[config.mk]
export PLATFORM = sky130hd
export DESIGN_NAME = dmem_access_unit_flat
export DESIGN_NICKNAME = d
export VERILOG_FILES = /design/src/rtl/dmem_access_unit_if.sv /design/src/rtl/dmem_access_unit.sv /design/src/flat_wrapper.sv
export SDC_FILE = /design/constraint.sdc
export NUM_CORES = 1
export LEC_CHECK = 0
export BUFFER_PORTS_ARGS = -buffer_cell sky130_fd_sc_hd__clkbuf_2
export CAP_MARGIN = 20
export CORE_MARGIN = 2
export CORE_UTILIZATION = 46
export CTS_BUF_LIST = sky130_fd_sc_hd__clkbuf_4
export DETAILED_ROUTE_END_ITERATION = 8
export MAX_ROUTING_LAYER = met4
export PLACE_DENSITY_LB_ADDON = 0.3
export SYNTH_ARGS = -nofsm -noshare
export SYNTH_HDL_FRONTEND = slang
export SYNTH_SLANG_ARGS = --single-unit
[constraint.sdc]
create_clock -name clk -period 1.7 [get_ports clk]
set_input_delay 0 -clock clk [delete_from_list [all_inputs] [get_ports clk]]
set_output_delay 0 -clock clk [all_outputs]
set_load 0.01 [all_outputs]
[src/rtl/dmem_access_unit_if.sv]
`default_nettype none
// ============================================================================
// Module      : dmem_access_unit_if
// Description : Data-bus bundle between the MEM-stage load/store engine and
//               the data memory. One outstanding transaction at a time:
//               a request is held until gnt, and rvalid (loads and stores)
//               completes it no earlier than the cycle after gnt.
// Signals     : req    - bus request (master -> slave)
//               we     - 1 = write (master -> slave)
//               addr   - word-aligned byte address (master -> slave)
//               be     - byte enables (master -> slave)
//               wdata  - lane-replicated store data (master -> slave)
//               gnt    - request accepted (slave -> master)
//               rvalid - response valid (slave -> master)
//               rdata  - read data (slave -> master)
// Revision    : 1.0 - initial release
// ============================================================================
interface dmem_access_unit_if #(
  parameter int DATA_WIDTH = 32
);
  logic                  req;
  logic                  we;
  logic [DATA_WIDTH-1:0] addr;
  logic [3:0]            be;
  logic [DATA_WIDTH-1:0] wdata;
  logic                  gnt;
  logic                  rvalid;
  logic [DATA_WIDTH-1:0] rdata;

  modport master (
    output req, we, addr, be, wdata,
    input  gnt, rvalid, rdata
  );

  modport slave (
    input  req, we, addr, be, wdata,
    output gnt, rvalid, rdata
  );
endinterface
`default_nettype wire

[src/rtl/dmem_access_unit.sv]
`default_nettype none
// ============================================================================
// Module      : dmem_access_unit
// Description : MEM-stage load/store engine. Converts one EX->MEM access into
//               a single req/gnt + rvalid bus transaction, handling byte-lane
//               enables, store replication, load extension and fault
//               detection. stall_o freezes the upstream pipeline until the
//               access retires with a one-cycle done_o pulse.
// Ports       : clk, rst_n          - clock, async active-low reset
//               req_valid_i         - EX->MEM holds a valid instruction
//               mem_read_i/_write_i - access type (write wins if both)
//               funct3_i            - size / extension select
//               addr_i              - byte address from the ALU
//               store_data_i        - forwarded rs2 data
//               stall_o             - freeze upstream pipeline
//               done_o              - retire pulse
//               load_data_o         - extended load result (held)
//               misaligned_o        - fault flag, qualified by done_o
//               dbus                - data bus (master side)
// Parameters  : DATA_WIDTH - data/address width, only 32 is supported
// Revision    : 1.0 - initial release
// ============================================================================
module dmem_access_unit #(
  parameter int DATA_WIDTH = 32
) (
  input  logic                  clk,
  input  logic                  rst_n,
  input  logic                  req_valid_i,
  input  logic                  mem_read_i,
  input  logic                  mem_write_i,
  input  logic [2:0]            funct3_i,
  input  logic [DATA_WIDTH-1:0] addr_i,
  input  logic [DATA_WIDTH-1:0] store_data_i,
  output logic                  stall_o,
  output logic                  done_o,
  output logic [DATA_WIDTH-1:0] load_data_o,
  output logic                  misaligned_o,
  dmem_access_unit_if.master    dbus
);

  typedef enum logic [1:0] {
    S_IDLE = 2'd0,
    S_REQ  = 2'd1,
    S_WAIT = 2'd2,
    S_DONE = 2'd3
  } state_e;

  state_e                state_q;
  logic [DATA_WIDTH-1:0] addr_q;
  logic [2:0]            funct3_q;
  logic                  we_q;
  logic [3:0]            be_q;
  logic [DATA_WIDTH-1:0] wdata_q;
  logic                  req_q;
  logic                  done_q;
  logic                  misaligned_q;
  logic [DATA_WIDTH-1:0] load_data_q;

  logic                  access_d;
  logic                  we_d;
  logic                  fault_d;
  logic [3:0]            be_d;
  logic [DATA_WIDTH-1:0] wdata_d;
  logic [7:0]            lane_byte_d;
  logic [15:0]           lane_half_d;
  logic [DATA_WIDTH-1:0] load_ext_d;

  assign access_d = req_valid_i & (mem_read_i | mem_write_i);
  assign we_d     = mem_write_i;

  // Decode of the incoming access: fault, byte enables, replicated data.
  always_comb begin
    fault_d = 1'b0;
    be_d    = 4'b1111;
    wdata_d = store_data_i;
    case (funct3_i[1:0])
      2'b00: begin
        be_d    = 4'b0001 << addr_i[1:0];
        wdata_d = {4{store_data_i[7:0]}};
      end
      2'b01: begin
        be_d    = 4'b0011 << {addr_i[1], 1'b0};
        wdata_d = {2{store_data_i[15:0]}};
        fault_d = addr_i[0];
      end
      2'b10: begin
        fault_d = (addr_i[1:0] != 2'b00);
      end
      default: begin
        fault_d = 1'b1;
      end
    endcase
    // 110 has no load meaning, and no store uses the unsigned encodings.
    if (funct3_i == 3'b110 || (we_d && funct3_i[2])) begin
      fault_d = 1'b1;
    end
  end

  // Lane select and extension of the returned word, using captured fields.
  always_comb begin
    case (addr_q[1:0])
      2'b00:   lane_byte_d = dbus.rdata[7:0];
      2'b01:   lane_byte_d = dbus.rdata[15:8];
      2'b10:   lane_byte_d = dbus.rdata[23:16];
      default: lane_byte_d = dbus.rdata[31:24];
    endcase
    lane_half_d = addr_q[1] ? dbus.rdata[31:16] : dbus.rdata[15:0];
    case (funct3_q)
      3'b000:  load_ext_d = {{(DATA_WIDTH-8){lane_byte_d[7]}}, lane_byte_d};
      3'b001:  load_ext_d = {{(DATA_WIDTH-16){lane_half_d[15]}}, lane_half_d};
      3'b100:  load_ext_d = {{(DATA_WIDTH-8){1'b0}}, lane_byte_d};
      3'b101:  load_ext_d = {{(DATA_WIDTH-16){1'b0}}, lane_half_d};
      default: load_ext_d = dbus.rdata;
    endcase
  end

  always_ff @(posedge clk or negedge rst_n) begin
    if (!rst_n) begin
      state_q      <= S_IDLE;
      addr_q       <= '0;
      funct3_q     <= 3'b000;
      we_q         <= 1'b0;
      be_q         <= 4'b0000;
      wdata_q      <= '0;
      req_q        <= 1'b0;
      done_q       <= 1'b0;
      misaligned_q <= 1'b0;
      load_data_q  <= '0;
    end else begin
      case (state_q)
        S_IDLE: begin
          if (access_d) begin
            addr_q   <= addr_i;
            funct3_q <= funct3_i;
            we_q     <= we_d;
            be_q     <= be_d;
            wdata_q  <= wdata_d;
            if (fault_d) begin
              // Faults retire next cycle without touching the bus.
              state_q      <= S_DONE;
              done_q       <= 1'b1;
              misaligned_q <= 1'b1;
              load_data_q  <= '0;
            end else begin
              state_q <= S_REQ;
              req_q   <= 1'b1;
            end
          end
        end
        S_REQ: begin
          if (dbus.gnt) begin
            state_q <= S_WAIT;
            req_q   <= 1'b0;
          end
        end
        S_WAIT: begin
          if (dbus.rvalid) begin
            state_q <= S_DONE;
            done_q  <= 1'b1;
            if (!we_q) begin
              load_data_q <= load_ext_d;
            end
          end
        end
        default: begin
          // DONE ignores req_valid_i so the retiring instruction, still
          // sitting in EX->MEM this cycle, is never accepted twice.
          state_q      <= S_IDLE;
          done_q       <= 1'b0;
          misaligned_q <= 1'b0;
        end
      endcase
    end
  end

  always_comb begin
    case (state_q)
      S_IDLE:  stall_o = access_d;
      S_DONE:  stall_o = 1'b0;
      default: stall_o = 1'b1;
    endcase
  end

  assign done_o       = done_q;
  assign misaligned_o = misaligned_q;
  assign load_data_o  = load_data_q;
  assign dbus.req     = req_q;
  assign dbus.we      = we_q;
  assign dbus.addr    = {addr_q[DATA_WIDTH-1:2], 2'b00};
  assign dbus.be      = be_q;
  assign dbus.wdata   = wdata_q;

endmodule
`default_nettype wire

[src/flat_wrapper.sv]
// flat-port wrapper written by rule: the top's interface ports become plain ports
module dmem_access_unit_flat 
#(
  parameter int DATA_WIDTH = 32
)
  (clk, rst_n, req_valid_i, mem_read_i, mem_write_i, funct3_i, addr_i, store_data_i, stall_o, done_o, load_data_o, misaligned_o, dbus_req, dbus_we, dbus_addr, dbus_be, dbus_wdata, dbus_gnt, dbus_rvalid, dbus_rdata);
  dmem_access_unit_if #(.DATA_WIDTH(DATA_WIDTH)) dbus_i ();
  input  logic clk;
  input  logic rst_n;
  input  logic req_valid_i;
  input  logic mem_read_i;
  input  logic mem_write_i;
  input  logic [2:0] funct3_i;
  input  logic [DATA_WIDTH-1:0] addr_i;
  input  logic [DATA_WIDTH-1:0] store_data_i;
  output logic stall_o;
  output logic done_o;
  output logic [DATA_WIDTH-1:0] load_data_o;
  output logic misaligned_o;
  output wire logic [$bits(dbus_i.req)-1:0] dbus_req;
  output wire logic [$bits(dbus_i.we)-1:0] dbus_we;
  output wire logic [$bits(dbus_i.addr)-1:0] dbus_addr;
  output wire logic [$bits(dbus_i.be)-1:0] dbus_be;
  output wire logic [$bits(dbus_i.wdata)-1:0] dbus_wdata;
  input wire logic [$bits(dbus_i.gnt)-1:0] dbus_gnt;
  input wire logic [$bits(dbus_i.rvalid)-1:0] dbus_rvalid;
  input wire logic [$bits(dbus_i.rdata)-1:0] dbus_rdata;
  assign dbus_req = dbus_i.req;
  assign dbus_we = dbus_i.we;
  assign dbus_addr = dbus_i.addr;
  assign dbus_be = dbus_i.be;
  assign dbus_wdata = dbus_i.wdata;
  assign dbus_i.gnt = dbus_gnt;
  assign dbus_i.rvalid = dbus_rvalid;
  assign dbus_i.rdata = dbus_rdata;
  dmem_access_unit #(.DATA_WIDTH(DATA_WIDTH)) u_core (.clk(clk), .rst_n(rst_n), .req_valid_i(req_valid_i), .mem_read_i(mem_read_i), .mem_write_i(mem_write_i), .funct3_i(funct3_i), .addr_i(addr_i), .store_data_i(store_data_i), .stall_o(stall_o), .done_o(done_o), .load_data_o(load_data_o), .misaligned_o(misaligned_o), .dbus(dbus_i));
endmodule
# == Yosys cells after proc, flatten, opt, wreduce, memory -nomap -nowiden ==
# Index checks and enable logic that the tools add are counted.
# op_classes
eq_ne,17
n_shift,2
n_mux,27
n_bitwise,4
reduce_logical,16
# op_table
op,count
$mux W32,4
$pmux W32 S2,2
$pmux W32 S4,1
$pmux W8 S3,1
$mux W16,1
$eq A3 B3 Y1 const B,3
$eq A2 B2 Y1 const B,4
$mux W2,4
$ne A2 B2 Y1 const B,4
$pmux W4 S2,1
$reduce_and A4 Y1,2
$mux W1,7
$eq A2 B1 Y1 const B,3
$logic_not A2 Y1,3
$pmux W1 S2,3
$pmux W1 S3,2
$pmux W2 S3,1
$reduce_and A3 Y1,2
$reduce_bool A2 Y1,3
$reduce_and A5 Y1,1
$ne A2 B1 Y1 const B,2
$shl A1 B2 Y4 const A,1
$shl A2 B2 Y4 const A,1
$eq A3 B1 Y1 const B,1
8 further kinds,9
# word_totals
ff_bits,109
in_bits,106
out_inout_bits,105
elab_cells,76

# == Depth between registers and ports, before layout ==
# logic_depth
ltp_word,6
depth_mapped,7
mapped_depth_nobuf,7

# == Worst setup path before layout ==
# Ideal clock, no wire load.
# synth_timing
kind,register to register
start,register u_core.state_q[0]
end,register u_core.addr_q[11]
t_arrival_ps,1753
path_slack_ps,-178
path_stages_with_launch,7
path_buffers,2
synth_period_minus_slack_ps,1878
path_cell_list,dfrtp_1 inv_1 ha_1 o211ai_1 clkbuf_1 buf_2 mux2_2
# synth_between
elab_chain_len,2
# synth_lines
element,line_no,source
start: declaration,dmem_access_unit.sv:48,state_e state_q;
start signal: assignment,dmem_access_unit.sv:119,state_q <= S_IDLE;
start signal: assignment,dmem_access_unit.sv:140,state_q <= S_DONE;
start signal: assignment,dmem_access_unit.sv:145,state_q <= S_REQ;
$logic_not A2 Y1,dmem_access_unit.sv:130,case (state_q)
$reduce_and A2 Y1 (no line),--,
end signal: assignment,dmem_access_unit.sv:133,addr_q <= addr_i;
end: declaration,dmem_access_unit.sv:49,logic [DATA_WIDTH-1:0] addr_q;
# No other way between the ends.
# A chain may end at the register's enable or synchronous reset.

# == Worst setup path in the final report ==
# layout_timing
start,register u_core.state_q[0]
end,register u_core.addr_q[2]
# Same word-level chain as after synthesis.

==> run summary <==
WL per Instance -> 17.9 um
Combined global-route utilization of all metal layers -> 26.5%
Clock transition at path regs -> 0.15 ns
Reg2reg start -> u_core.state_q[0]$_DFFE_PN0P_
Initial antenna violation count -> 0
Vias after detailed routing -> 5024
Total number of H-tree levels -> 3
Wire length of the first global-routing pass -> 25800 um
Largest fanout on the critical path -> 10
Pre-Repair DR Iteration Count -> 5
Max-Cap Viols -> 0
Setup slack of the critical path after layout -> -0.00885 ns
Net switching component of the power -> 5.09 mW
DIE AREA -> 0.0126 sq mm
Seq pwr share -> 36.1%
Critical Path RT -> 2.08 ns
Congestion Overflow GR -> 0
Gp weighted congestion -> 0.879
Initial cell density of the core -> 47.1%
Leakage power -> 4.13 nW
Iteration-0 DRC Markers -> 315
Cell area after synthesis -> 0.00538 sq mm
Max Clock Freq -> 585 MHz
Leading cell types in the layout, fill and taps excluded -> sky130_fd_sc_hd__clkbuf_2, sky130_fd_sc_hd__dlygate4sd3_1, sky130_fd_sc_hd__dfrtp_1
Vias in the first global route -> 5212
HPWL reported at the end of detailed placement -> 9850 um
Number of cells on the worst reg-to-reg path -> 6
Insertion delay of the later-clocked pin in the worst-skew pair -> 0.48 ns
Top metal layer carrying routed signals -> met4
Nets -> 910
Yosys warnings -> 0
Part of the Yosys area used for sequential elements -> 50.7%
Core region area -> 0.0114 sq mm
CTS sink count -> 109
Met3 wire len -> 1060 um
Routed WL -> 16900 um
Width of the chip -> 112 um
Data arrival time of the critical path -> 2.09 ns
Worst clock skew on the final layout -> 0.0159 ns
Filler instances -> 820
Fraction of power spent switching nets -> 39.9%
Met1 wire length -> 7030 um
Place WS -> -0.0550 ns
Non-filler cells, final -> 948
Met2 WL post-DR -> 8380 um
Number of buffers inserted during clock tree synthesis -> 9
Critical register-to-register path endpoint -> u_core.addr_q[2]$_DFFE_PN0P_
Category of the worst setup path launch point -> register
Number of distinct library cell variants in the gate-level netlist after synthesis -> 40
Kind of end point of the critical path -> register
Fraction of layout cells with a size suffix above 1 -> 41.9%
Remaining antenna violation count -> 0
Post-detailed-route DRC marker count -> 0
Worst setup path startpoint -> u_core.state_q[0]$_DFFE_PN0P_
Max Transition Viols Final -> 0
Per-cell via count in the routed design -> 5.30
Gate power share -> 53.7%
Type of the worst setup path -> reg2reg
Bufs on Longest Clock Path -> 2
Root Buffer Master -> sky130_fd_sc_hd__clkbuf_4
Final Cycle Share -> 101%
Layout Area Growth over Synthesis -> 50.2%
RSZ-0062 raised after global routing -> true
Mean instance size in the synthesized netlist -> 10.9 sq um
Flops & latches, synth -> 109
Proportion of power drawn by the clock network -> 10.2%
Count of input and output buffers -> 208
Synthesized netlist cell count -> 492
Setup-failing EPs final -> 4
Period minus WS final -> 1.71 ns
Violated checks -> negative setup slack
Slew @ Worst Pin -> 0.960 ns
Vertical extent of the die -> 112 um
Maximum resistive drop on vdd -> 988 uV
Result of the run -> finished, violations left
Number of placement rows -> 39
Reg-to-reg setup timing slack -> -0.009 ns
Internal Pwr Total -> 7.65 mW
TritonCTS clock tree -> built
Slew margin rel. -> 35.7%
Number of primary I/O pins -> 211
Number of placed cells counting well taps -> 804
Final Hold Violating Endpoints -> 0
Power per cell area -> 1580 mW/mm^2
Largest net degree at the start of global routing -> 43
Worst min path class -> in2async
Commonest non-fill, non-tap cell in the layout -> sky130_fd_sc_hd__clkbuf_2
-- cell type report --
class                           count  area (sq um)  area share [%]
Inverter                            8          33.8           0.418
Clock buffer                       10          75.1           0.929
Clock inverter                      5          52.6           0.650
Sequential cell                   109          2730            33.8
Timing Repair Buffer              357          2610            32.3
Tap cell                          143           179            2.21
Multi-Input combinational cell    315          2400            29.7
Antenna cell                        1          2.50          0.0310
-- flip-flops by register name (all words and copies together) (netlist names) --
| name | cells |
|---|---|
| u_core.addr_q | 32 |
| u_core.state_q | 2 |
| u_core.done_o | 1 |
| u_core.dbus.we | 1 |
| u_core.dbus.wdata | 32 |
| u_core.dbus.req | 1 |
| u_core.misaligned_o | 1 |
| u_core.funct3_q | 3 |
| u_core.load_data_o | 32 |
| u_core.dbus.be | 4 |
-- worst max-delay path: stages, from the launching register on --
cell and delay [ns]:
sky130_fd_sc_hd__dfrtp_1 0.40, sky130_fd_sc_hd__inv_2 0.07, sky130_fd_sc_hd__ha_4 0.18, sky130_fd_sc_hd__o211ai_1 0.18, sky130_fd_sc_hd__buf_6 0.25, sky130_fd_sc_hd__clkbuf_16 0.20, sky130_fd_sc_hd__mux2_2 0.34
-- kinds of logic after synthesis --
family,Yosys count,share of synthesized area [%]
adder cells (fa/ha/maj),4,0.930
other,1,0.0697
buffers and inverters,69,7.30
AND/OR/NAND/NOR,99,8.07
multiplexers,76,15.5
flip-flops,109,50.7
AO/OA/AOI/OAI,134,17.4
-- worst max path at each step --
stage / end / slack (ns) / cells past startpoint
floorplan: u_core.load_data_o[0]$_DFFE_PN0P_ / 0.04 / 6
global placement: u_core.load_data_o[11]$_DFFE_PN0P_ / 0.02 / 5
detailed placement: u_core.addr_q[2]$_DFFE_PN0P_ / -0.06 / 5
CTS: u_core.load_data_o[11]$_DFFE_PN0P_ / -0.01 / 5
global route: u_core.addr_q[27]$_DFFE_PN0P_ / -0.08 / 6
finish: u_core.addr_q[2]$_DFFE_PN0P_ / -0.009 / 6
-- routing by layer --
metal	up-vias	GRT usage [%]
met2	233	43.7
met1	2433	32.2
met3	41	4.59
met4	0	11.8
li1	2317	-
met5	-	-
-- stage by stage --
step	TNS (ns)	instance area (sq um)	hold slack (ns)	util [%]	total power [mW]
detailed placement	-1.63	6450	-0.0332	56.5	10.4
CTS	-0.0348	7850	0.0311	68.7	12.2
floorplan	0	5400	-0.296	-	8.50
global route	-2.12	8080	0.0514	70.8	13.6
finish	-0.0224	8090	0.0572	70.8	12.7
global placement	0	6450	-0.0400	56.5	10.2
-- power by group through the flow --
stage	registers, mW	clock network, mW	logic [mW]
floorplan	4.81	0	3.69
global placement	4.54	0	5.62
detailed placement	4.59	0	5.77
CTS	4.54	1.33	6.28
finish	4.60	1.30	6.84
global route	4.75	1.46	7.40
-- what timing repair did --
| action | CTS | global route |
|---|---|---|
| endpoints found under the setup margin | 58 | 89 |
| resized for setup | 15 | 34 |
| pin swaps | 2 | 4 |
| buffers inserted | 6 | 5 |
| hold endpoints to repair | 217 | 0 |
| cloned | 2 | 4 |
| hold buffers | 111 | 0 |
-- Yosys cell counts, drive strengths merged --
cell	instances	area, sq um
and3	1	6.26
a21o	15	113
a21oi	28	144
mux2	49	552
nor3	5	25.0
a221oi	2	23.8
o21ba	1	10.0
o31ai	3	36.3
mux2i	26	260
ha	4	50.1
o21bai	3	22.5
conb	1	3.75
mux4	1	22.5
clkbuf	19	71.3
a21boi	1	18.8
buf	42	292
or2	1	6.26
nand2	51	191
o22a	1	8.76
dfrtp	109	2730
a221o	3	30.0
o211ai	5	42.5
o22ai	1	6.26
o221ai	2	17.5
a22o	31	272
nor2	23	86.3
nor2b	10	62.6
clkinv	1	3.75
nor4	2	18.8
inv	7	26.3
nand2b	6	37.5
o21ai	38	194
Power figures use the tool's default switching activity.
